$ cat src/rtl/com_out_fifo.sv
// rtl/com_out_fifo.sv - CPU communication output FIFO with valid/ready drain and overflow status
// Captures COM-qualified load words and drains them to an external consumer.
module com_out_fifo #(
  parameter int DATA_W      = 32,
  parameter int DEPTH       = 8,
  parameter int AFULL_LEVEL = 6,
  parameter int HOLD_LAST   = 1
) (
  input  logic                       clk,
  input  logic                       reset,
  input  logic                       MemtoReg,
  input  logic                       COM,
  input  logic [DATA_W-1:0]          ReadData,
  input  logic                       OutReady,
  output logic                       OutValid,
  output logic [DATA_W-1:0]          ReadDataOut,
  output logic [$clog2(DEPTH):0]     Count,
  output logic                       Full,
  output logic                       AlmostFull,
  output logic                       Overflow,
  input  logic                       ClearOverflow,
  output logic [7:0]                 DropCount
);

  localparam int AW = $clog2(DEPTH);
  localparam int CW = AW + 1;
  localparam logic [CW-1:0] DEPTH_C = CW'(DEPTH);
  localparam logic [CW-1:0] AFULL_C = CW'(AFULL_LEVEL);

  logic [DATA_W-1:0] mem_q [DEPTH];
  logic [AW-1:0]     wr_ptr_q, wr_ptr_d;
  logic [AW-1:0]     rd_ptr_q, rd_ptr_d;
  logic [CW-1:0]     count_q, count_d;
  logic [DATA_W-1:0] last_q, last_d;
  logic              ovf_q, ovf_d;
  logic [7:0]        drop_cnt_q, drop_cnt_d;

  logic push_req, push, pop, full, drop;

  always_comb begin
    push_req   = MemtoReg & COM;
    full       = (count_q == DEPTH_C);
    pop        = (count_q != '0) & OutReady;
    // A pop in the same cycle frees the slot, so a full FIFO still accepts the push.
    push       = push_req & (~full | pop);
    drop       = push_req & full & ~pop;

    wr_ptr_d   = push ? wr_ptr_q + AW'(1) : wr_ptr_q;
    rd_ptr_d   = pop  ? rd_ptr_q + AW'(1) : rd_ptr_q;
    last_d     = pop  ? mem_q[rd_ptr_q]   : last_q;

    count_d    = count_q;
    if (push && !pop) count_d = count_q + CW'(1);
    if (pop && !push) count_d = count_q - CW'(1);

    ovf_d      = ovf_q;
    drop_cnt_d = drop_cnt_q;
    if (ClearOverflow) begin
      ovf_d      = 1'b0;
      drop_cnt_d = '0;
    end else if (drop) begin
      ovf_d      = 1'b1;
      drop_cnt_d = (drop_cnt_q == 8'hFF) ? drop_cnt_q : drop_cnt_q + 8'd1;
    end
  end

  always_ff @(posedge clk or posedge reset) begin
    if (reset) begin
      wr_ptr_q   <= '0;
      rd_ptr_q   <= '0;
      count_q    <= '0;
      last_q     <= '0;
      ovf_q      <= 1'b0;
      drop_cnt_q <= '0;
    end else begin
      wr_ptr_q   <= wr_ptr_d;
      rd_ptr_q   <= rd_ptr_d;
      count_q    <= count_d;
      last_q     <= last_d;
      ovf_q      <= ovf_d;
      drop_cnt_q <= drop_cnt_d;
    end
  end

  // Storage is left uninitialised; Count alone decides which entries are live.
  always_ff @(posedge clk) begin
    if (push) mem_q[wr_ptr_q] <= ReadData;
  end

  always_comb begin
    OutValid   = (count_q != '0);
    Count      = count_q;
    Full       = full;
    AlmostFull = (count_q >= AFULL_C);
    Overflow   = ovf_q;
    DropCount  = drop_cnt_q;
    if (count_q != '0)       ReadDataOut = mem_q[rd_ptr_q];
    else if (HOLD_LAST != 0) ReadDataOut = last_q;
    else                     ReadDataOut = '0;
  end

endmodule
$ cat config.mk
export PLATFORM = sky130hd
export DESIGN_NAME = com_out_fifo
export DESIGN_NICKNAME = d
export VERILOG_FILES = /design/src/rtl/com_out_fifo.sv
export SDC_FILE = /design/constraint.sdc
export NUM_CORES = 1
export LEC_CHECK = 0
export BUFFER_PORTS_ARGS = -buffer_cell sky130_fd_sc_hd__buf_4
export CAP_MARGIN = 10
export CORE_MARGIN = 8
export CORE_UTILIZATION = 50
export DETAILED_ROUTE_END_ITERATION = 10
export PLACE_DENSITY = 0.7
export SYNTH_ARGS = -nofsm -noshare
export SYNTH_HDL_FRONTEND = slang
export SYNTH_SLANG_ARGS = --single-unit
$ cat constraint.sdc
create_clock -name clk -period 13.2 [get_ports clk]
set_input_delay 1.32 -clock clk [delete_from_list [all_inputs] [get_ports clk]]
set_output_delay 1.32 -clock clk [all_outputs]
set_load 0.02 [all_outputs]
---- Yosys cells after proc, flatten, opt, wreduce, memory -nomap -nowiden ----
Memories as Yosys holds them, arrays and structs flattened.
Cells that the tools add are included.
operators by class
  reductions and logical operators ........ 8
  equal/unequal tests ..................... 3
  bitwise operators ....................... 8
  magnitude comparators ................... 1
  multiplexer cells ....................... 10
  $add $sub $neg .......................... 5
operator list
  cell                   count
  $mux W32               1
  $mux W8                3
  $add A8 B1 Y8 const B  1
  $eq A8 B8 Y1 const B   1
  $mux W4                2
  $add A3 B1 Y3 const B  2
  $and A1 B1 Y1          5
  $add A4 B1 Y4 const B  1
  $eq A4 B4 Y1 const B   1
  $ge A4 B3 Y1 const B   1
  $mux W1                4
  $reduce_bool A2 Y1     2
  $reduce_bool A4 Y1     1
  $sub A4 B1 Y4 const B  1
  $logic_and A1 B1 Y1    2
  $logic_not A1 Y1       2
  $ne A2 B2 Y1 const B   1
  $not A1 Y1             2
  $reduce_and A2 Y1      1
  $or A1 B1 Y1           1
storage, ports and cells
  register bits after elaboration ......... 51
  RAM bits ................................ 256
  memories ................................ 1
memory list
  name   depth  width  read ports  clocked after Yosys merged registers in  write ports  line  RTL
  mem_q  8      32     1           0                                        1            30    logic [DATA_W-1:0] mem_q [DEPTH];

---- Depth between registers and ports, before layout ----
Gate-level depths: netlist (run 1).
  depth after elaboration ................. 7
  gate-level depth with buffers ........... 10
  gate-level depth less buffers ........... 9

---- Least setup slack after synthesis (run 1) ----
OpenSTA, ideal clock, no wires.
  path type ............................... input to register
  start point ............................. in MemtoReg
  end point ............................... mem mem_q[0][0], enable pin
  library setup time ...................... 0.501 ns
  arrival time ............................ 4.728 ns
  path slack .............................. 7.971 ns
  stages .................................. 3
  path through ............................ nand2_1 -> a21o_2 -> nor4_1
on the way
  cells in the longest elaborated chain, start to end .. 4
ends and longest elaborated chain
  item                           line  RTL
  start: declaration             11    input logic MemtoReg,
  $and A1 B1 Y1                  41    push_req = MemtoReg & COM;
  $and A1 B1 Y1                  45    push = push_req & (~full | pop);
  $mux W1                        87    if (push) mem_q[wr_ptr_q] <= ReadData;
  $mux W1 (implied by the code)  87
  end: declaration               30
No other way between the ends.

---- Worst setup path after layout (run 1) ----
  start point ............................. reg rd_ptr_q[0]
  end point ............................... out ReadDataOut[21]
on the way
  cells in the longest elaborated chain, start to end .. 2
ends and longest elaborated chain
  item                      line  RTL
  start: declaration        32    logic [AW-1:0] rd_ptr_q, rd_ptr_d;
  start signal: assignment  77    rd_ptr_q <= rd_ptr_d;
  $mem_v2 Z8 W32            n/a
  $mux W32                  97    if (count_q != '0) ReadDataOut = mem_q[rd_ptr_q];
  end: declaration          16    output logic [DATA_W-1:0] ReadDataOut,
No other way between the ends.

==> results of run 1 <==
## critical path: cells and delay by family (launching register included)
kind	cells	cell delay (ns)
DFF	1	0.76
AOI/OAI and AO/OA	1	0.12
buffers and inverters	2	0.97
muxes	2	0.82
## cell usage after synthesis (4+ instances only)
| cell type | n |
|---|---|
| buf_2 | 10 |
| o21ai_0 | 32 |
| nor3_1 | 5 |
| ha_1 | 4 |
| a21oi_1 | 40 |
| nand2_1 | 50 |
| mux2i_1 | 34 |
| mux4_2 | 64 |
| nand3_1 | 5 |
| dfrtp_1 | 51 |
| nor2_1 | 41 |
| o21ai_1 | 6 |
| or3_1 | 4 |
| inv_1 | 5 |
| buf_1 | 7 |
| xnor2_1 | 6 |
| clkbuf_1 | 12 |
| buf_4 | 5 |
| edfxtp_1 | 256 |
## cell type report
| class | instances | area, um^2 | area share [%] |
|---|---|---|---|
| sequential | 307 | 8970 | 63.69 |
| tap | 319 | 399.1 | 2.834 |
| multi-input combinational | 312 | 2963 | 21.04 |
| clock buffer | 39 | 805.8 | 5.721 |
| clock inverter | 19 | 180.2 | 1.279 |
| inverter | 6 | 22.52 | 0.1599 |
| timing repair buffer | 99 | 743.2 | 5.277 |
## cells by family after synthesis
family,share of synthesized area [%]
compound gates,4.021
xor+xnor,0.5818
fa+ha+maj,0.4156
buf+inv,1.600
flops,74.43
mux,14.79
simple gates,4.156
## cells in the final DEF, fill, tap and decap left out, types with 8 or more instances in the layout
cell,n
a21oi_1,40
buf_4,99
clkbuf_1,8
clkbuf_16,31
dfrtp_1,48
edfxtp_1,256
mux2i_1,34
mux4_2,64
nand2_1,49
nor2_1,38
o21ai_0,32
## routing by layer
metal | GRT usage, % | share of wire, % | vias up
met1 | 23.03 | 43 | 3235
li1 | - | - | 2791
met3 | 3.049 | 5.5 | 20
met5 | 0 | 0 | -
met2 | 28.68 | 50 | 170
met4 | 3.629 | 1.1 | 0
## registers in the layout, indices dropped and copies added, names as in the netlist
register,cells
Count,4
last_q,32
mem_q,256
rd_ptr_q,3
wr_ptr_q,3
Overflow,1
DropCount,8
## through the flow
| step | area, um^2 | total power [W] | hold WS [ns] | worst slack, ns |
|---|---|---|---|---|
| 2_1_floorplan | 12040 | 0.001977 | 0.4503 | 7.971 |
| 3_3_place_gp | 13100 | 0.002317 | 0.4620 | 9.135 |
| 3_5_place_dp | 13100 | 0.002348 | 0.4709 | 9.111 |
| 4_1_cts | 14080 | 0.003195 | 0.4848 | 8.511 |
| 5_1_grt | 14080 | 0.003312 | 0.5066 | 8.353 |
| 6_report | 14080 | 0.003157 | 0.4798 | 8.634 |
## report_power, final
part	switching, W	internal (W)	total, W
combinational	0.000586	0.000459	0.00104
clock	0.000354	0.000492	0.000846
sequential	0.0000885	0.00118	0.00127
total	0.00103	0.00213	0.00316
## worst paths after layout
check | from | to | cells after the start
min reg2reg | last_q[11]$_DFFE_PP0P_ | last_q[11]$_DFFE_PP0P_ | 2
min in group asynchronous | reset | last_q[6]$_DFFE_PP0P_ | 3
max | rd_ptr_q[0]$_DFFE_PP0P_ | ReadDataOut[21] | 5
min | last_q[11]$_DFFE_PP0P_ | last_q[11]$_DFFE_PP0P_ | 2
max in group asynchronous | reset | rd_ptr_q[0]$_DFFE_PP0P_ | 3
max reg2reg | Count[1]$_DFFE_PP0P_ | last_q[22]$_DFFE_PP0P_ | 6
==> results.sh, run 1 <==
export IMPL_firstDrtPassIters=4
export IMPL_fin_setup_tns_ns=0
export IMPL_hold_viol_final=0
export IMPL_die_h_um=171.2
export IMPL_h_tree_depth=1
export IMPL_required_ns=11.88
export IMPL_cts_sinks=307
export IMPL_insertion_delay_ns=0.55
export IMPL_instances_no_fill=1101
export IMPL_grt_pass1_vias=6513
export IMPL_cap_violations=0
export IMPL_hold_path_class="reg2reg"
export IMPL_end_kind="output port"
export IMPL_grt_overflow_total=0
export IMPL_relSlewSlack_pct=35.57
export IMPL_fin_crit_sh_pct=34.59
export IMPL_syn_nets=702
export IMPL_fin_skew_ns=0.01177
export IMPL_r2r_setup_slack_ns=9.95
export IMPL_routed_wl_mm=24.44
export IMPL_nNetsFinal=799
export IMPL_cts_resized_gates=0
export IMPL_cp_slowest_stage_delay_ns=0.77
export IMPL_hpwl_mm=13.77
export IMPL_final_util_pct=59.82
export IMPL_drive_above_1_share_pct=29.03
export IMPL_fmax_mhz=219.0
export IMPL_cp_arrival_ns=3.25
export IMPL_vias=6216
export IMPL_gp_congestion=0.7328
export IMPL_cp_cell_sequence="buf_4, mux4_2, mux2i_1, a21oi_1, buf_4"
export IMPL_yosys_cell_types_count=36
export IMPL_diodes=0
export IMPL_path_class="reg2out"
export IMPL_synth_top_area_share_pct=63.83
export IMPL_dpl_cell_count=1043
export IMPL_filler_cell_count=1733
export IMPL_syn_to_final_growth_pct=16.95
export IMPL_track_usage_pct=17.02
export IMPL_syn_inst=660
export IMPL_die_x_um=171.2
export IMPL_io_pins=86
export IMPL_initial_utilization_pct=51.15
export IMPL_outcome="finished, final reports clean"
export IMPL_wl_per_cell_um=22.20
export IMPL_cts_buffers=31
export IMPL_synthArstFlopShare_pct=16.61
export IMPL_synth_ff_type="edfxtp_1"
export IMPL_synth_area_mm2=0.01204
export IMPL_startpoint_type="flop"
export IMPL_crit_path_frequent_cell="buf_4"
export IMPL_synth_edf_count=256
export IMPL_clk_pin_slew_ns=0.06
export IMPL_route_detailed_drc=0
export IMPL_grt_max_degree=67
export IMPL_ctsHoldBuffers=0
export IMPL_initialDrtViolationCount=583
export IMPL_cp_slowest_cell="buf_4"
export IMPL_drv_slew=0
export IMPL_ys_ff_latch=307
export IMPL_tritoncts="done"
export IMPL_postRouteAntennaNets=0
export IMPL_num_rows=56
export IMPL_p_leak_nw=4.956
export IMPL_vias_per_cell=5.646
export IMPL_cts_setup_buffers=0
export IMPL_port_buffers=85
export IMPL_ys_seq_area_share_pct=74.43
export IMPL_synthTopCellsByArea="edfxtp_1 64%, mux4_2 12%, dfrtp_1 11%"
export IMPL_p_per_area_mw_per_mm2=224.2
export IMPL_cts_root_buffer="clkbuf_16"
export IMPL_grt_pass1_wl_mm=38.08
export IMPL_post_synth_top_area_cell="edfxtp_1"
export IMPL_coreArea_mm2=0.02354
export IMPL_antenna_found_initial=0
export IMPL_cts_max_path_buffers=3
export IMPL_setup_viol=0
export IMPL_worst_path_max_fanout=41
export IMPL_ir_drop_v=0.0001365
export IMPL_die_area_mm2=0.02931
export IMPL_max_slew_worst_pin_slew_ns=0.9664
export IMPL_rsz0062_at_grt="no"
export IMPL_synth_avg_cell_area_um2=18.25
export IMPL_post_route_min_period_ns=4.566
export IMPL_yosysWarnings=0
No activity file was read; power rests on OpenSTA's default activity.
==> inputs of run 2 (changes only) <==
--- a/config.mk
+++ b/config.mk
@@ -10,7 +10,7 @@
 export CORE_MARGIN = 8
 export CORE_UTILIZATION = 50
 export DETAILED_ROUTE_END_ITERATION = 10
-export PLACE_DENSITY = 0.7
+export PLACE_DENSITY = 0.73
 export SYNTH_ARGS = -nofsm -noshare
 export SYNTH_HDL_FRONTEND = slang
 export SYNTH_SLANG_ARGS = --single-unit
==> constraint.sdc (replaced) <==
create_clock -name clk -period 3.85 [get_ports clk]
set_input_delay 0.385 -clock clk [delete_from_list [all_inputs] [get_ports clk]]
set_output_delay 0.385 -clock clk [all_outputs]
set_load 0.02 [all_outputs]
==> results.sh, run 2 (synthesized netlist as in run 1, its figures left out) <==
export IMPL_outcome="finished, final reports clean"
export IMPL_setup_viol=0
export IMPL_initialDrtViolationCount=446
export IMPL_hold_viol_final=0
export IMPL_comb_power_share_pct=32.8
export IMPL_postRouteAntennaNets=0
export IMPL_max_slew_worst_pin_slew_ns=1.004
export IMPL_gp_congestion=0.7294
export IMPL_p_int_w=0.007387
export IMPL_timing_rr_end="last_q[19]$_DFFE_PP0P_"
export IMPL_initial_utilization_pct=51.15
export IMPL_cts_max_path_buffers=3
export IMPL_grt_pass1_wl_mm=37.69
export IMPL_die_x_um=171.2
export IMPL_antenna_found_initial=0
export IMPL_route_detailed_drc=0
export IMPL_ctsHoldBuffers=0
export IMPL_p_sw_share_pct=32.15
export IMPL_fin_crit_sh_pct=92.93
export IMPL_regToRegStartpoint="Count[1]$_DFFE_PP0P_"
export IMPL_dpl_cell_count=1048
export IMPL_firstDrtPassIters=6
export IMPL_top_register="mem_q"
export IMPL_r2r_setup_slack_ns=0.84
export IMPL_p_per_area_mw_per_mm2=768.2
export IMPL_drv_slew=0
export IMPL_instances_no_fill=1104
export IMPL_place_area_mm2=0.01318
export IMPL_grt_max_degree=42
export IMPL_track_usage_pct=16.77
export IMPL_syn_to_final_growth_pct=17.67
export IMPL_cp_cell_sequence="nor4_1, inv_2, buf_4, nor2_1, a21oi_1, buf_4"
export IMPL_coreArea_mm2=0.02354
export IMPL_cts_resized_gates=0
export IMPL_p_seq_share_pct=40.6
export IMPL_ir_drop_v=0.0004004
export IMPL_grt_pass1_vias=6653
export IMPL_grt_overflow_total=0
export IMPL_drive_above_1_share_pct=29.04
export IMPL_fmax_mhz=279.5
export IMPL_fin_setup_tns_ns=0
export IMPL_tritoncts="done"
export IMPL_die_area_mm2=0.02931
export IMPL_final_cell_mix="256 x edfxtp_1, 99 x buf_4, 64 x mux4_2, 49 x nand2_1, 48 x dfrtp_1"
export IMPL_startpoint_type="flop"
export IMPL_io_pins=86
export IMPL_diodes=0
export IMPL_cts_sinks=307
export IMPL_layout_commonest_cell="edfxtp_1"
export IMPL_cp_arrival_ns=3.19
export IMPL_vias=6301
export IMPL_routed_wl_mm=24.51
export IMPL_cap_violations=0
export IMPL_worst_path_max_fanout=35
export IMPL_die_h_um=171.2
export IMPL_clockPowerShare_pct=26.6
export IMPL_end_kind="output port"
export IMPL_filler_cell_count=1681
export IMPL_cp_slowest_cell="nor4_1"
export IMPL_path_class="reg2out"
export IMPL_cts_setup_buffers=0
export IMPL_rsz0062_at_grt="no"
export IMPL_vias_per_cell=5.707
export IMPL_r2r_cells=5
export IMPL_fin_skew_ns=0.01428
export IMPL_fin_area_mm2=0.01417
export IMPL_clk_pin_slew_ns=0.06
export IMPL_hpwl_mm=14.64
export IMPL_cts_buffers=30
export IMPL_cts_root_buffer="clkbuf_16"
export IMPL_largest_reg_flops=256
export IMPL_p_leak_nw=4.988
export IMPL_h_tree_depth=1
export IMPL_hold_path_class="in2async"
export IMPL_num_rows=56
export IMPL_insertion_delay_ns=0.54
export IMPL_crit_path_frequent_cell="buf_4"
export IMPL_wl_per_cell_um=22.20
export IMPL_cp_slowest_stage_delay_ns=0.77
export IMPL_port_buffers=85
export IMPL_post_route_min_period_ns=3.578
export IMPL_required_ns=3.46
export IMPL_power_switching_w=0.003500
export IMPL_relSlewSlack_pct=32.68
export IMPL_nNetsFinal=803
-- run 2: worst max-delay path: cells and delay by family (launching register included) --
family                 cells  cell delay (ns)
DFF                        1             0.51
AOI/OAI and AO/OA          1             0.07
and+or+nand+nor            2             0.95
buffers and inverters      3             1.09
-- run 2: layout make-up --
class	instances	area, um^2	share of cell area (%)
Clock buffer	41	843.3	5.951
Timing Repair Buffer	104	843.3	5.951
Sequential cell	307	8970	63.30
Clock inverter	15	146.4	1.033
Multi-Input combinational cell	312	2947	20.79
Inverter	6	22.52	0.1589
Tap cell	319	399.1	2.817
-- run 2: power groups by stage --
stage	sequential [W]	combinational, W	clock, W
6_report	0.00442	0.00357	0.00290
5_1_grt	0.00447	0.00386	0.00307
4_1_cts	0.00442	0.00364	0.00295
3_5_place_dp	0.00449	0.00363	0
3_3_place_gp	0.00444	0.00355	0
2_1_floorplan	0.00427	0.00251	0
-- run 2: through the flow --
step           setup slack, ns  util [%]  hold slack [ns]  power, W
2_1_floorplan          0.05300         -           0.4503  0.006781
4_1_cts                 0.2771     60.19          0.03511   0.01101
3_3_place_gp             1.166     55.99           0.4616  0.007996
6_report                0.2722     60.19          0.01859   0.01089
3_5_place_dp            0.8665     55.99           0.4712  0.008112
5_1_grt                 0.1434     60.19          0.05025   0.01140
-- run 2: metal layers --
| metal | vias to the layer above | track usage (%) | wire [um] |
|---|---|---|---|
| li1 | 2801 | - | - |
| met1 | 3270 | 21.30 | 9814 |
| met2 | 189 | 29.07 | 12600 |
| met3 | 41 | 3.416 | 1618 |
| met4 | 0 | 4.499 | 475 |
| met5 | - | 0 | 0 |
-- run 2: how the worst max path moves through the flow --
stage	from	cells after the start	slack, ns	endpoint
after floorplan	Count[2]$_DFFE_PP0P_	5	0.05	mem_q[1][0]$_DFFE_PP_
after global placement	Count[1]$_DFFE_PP0P_	5	1.17	last_q[21]$_DFFE_PP0P_
after detailed placement	Count[1]$_DFFE_PP0P_	5	0.87	last_q[20]$_DFFE_PP0P_
after CTS	Count[1]$_DFFE_PP0P_	6	0.28	ReadDataOut[15]
after global routing	Count[1]$_DFFE_PP0P_	6	0.14	ReadDataOut[15]
final	Count[1]$_DFFE_PP0P_	6	0.27	ReadDataOut[15]
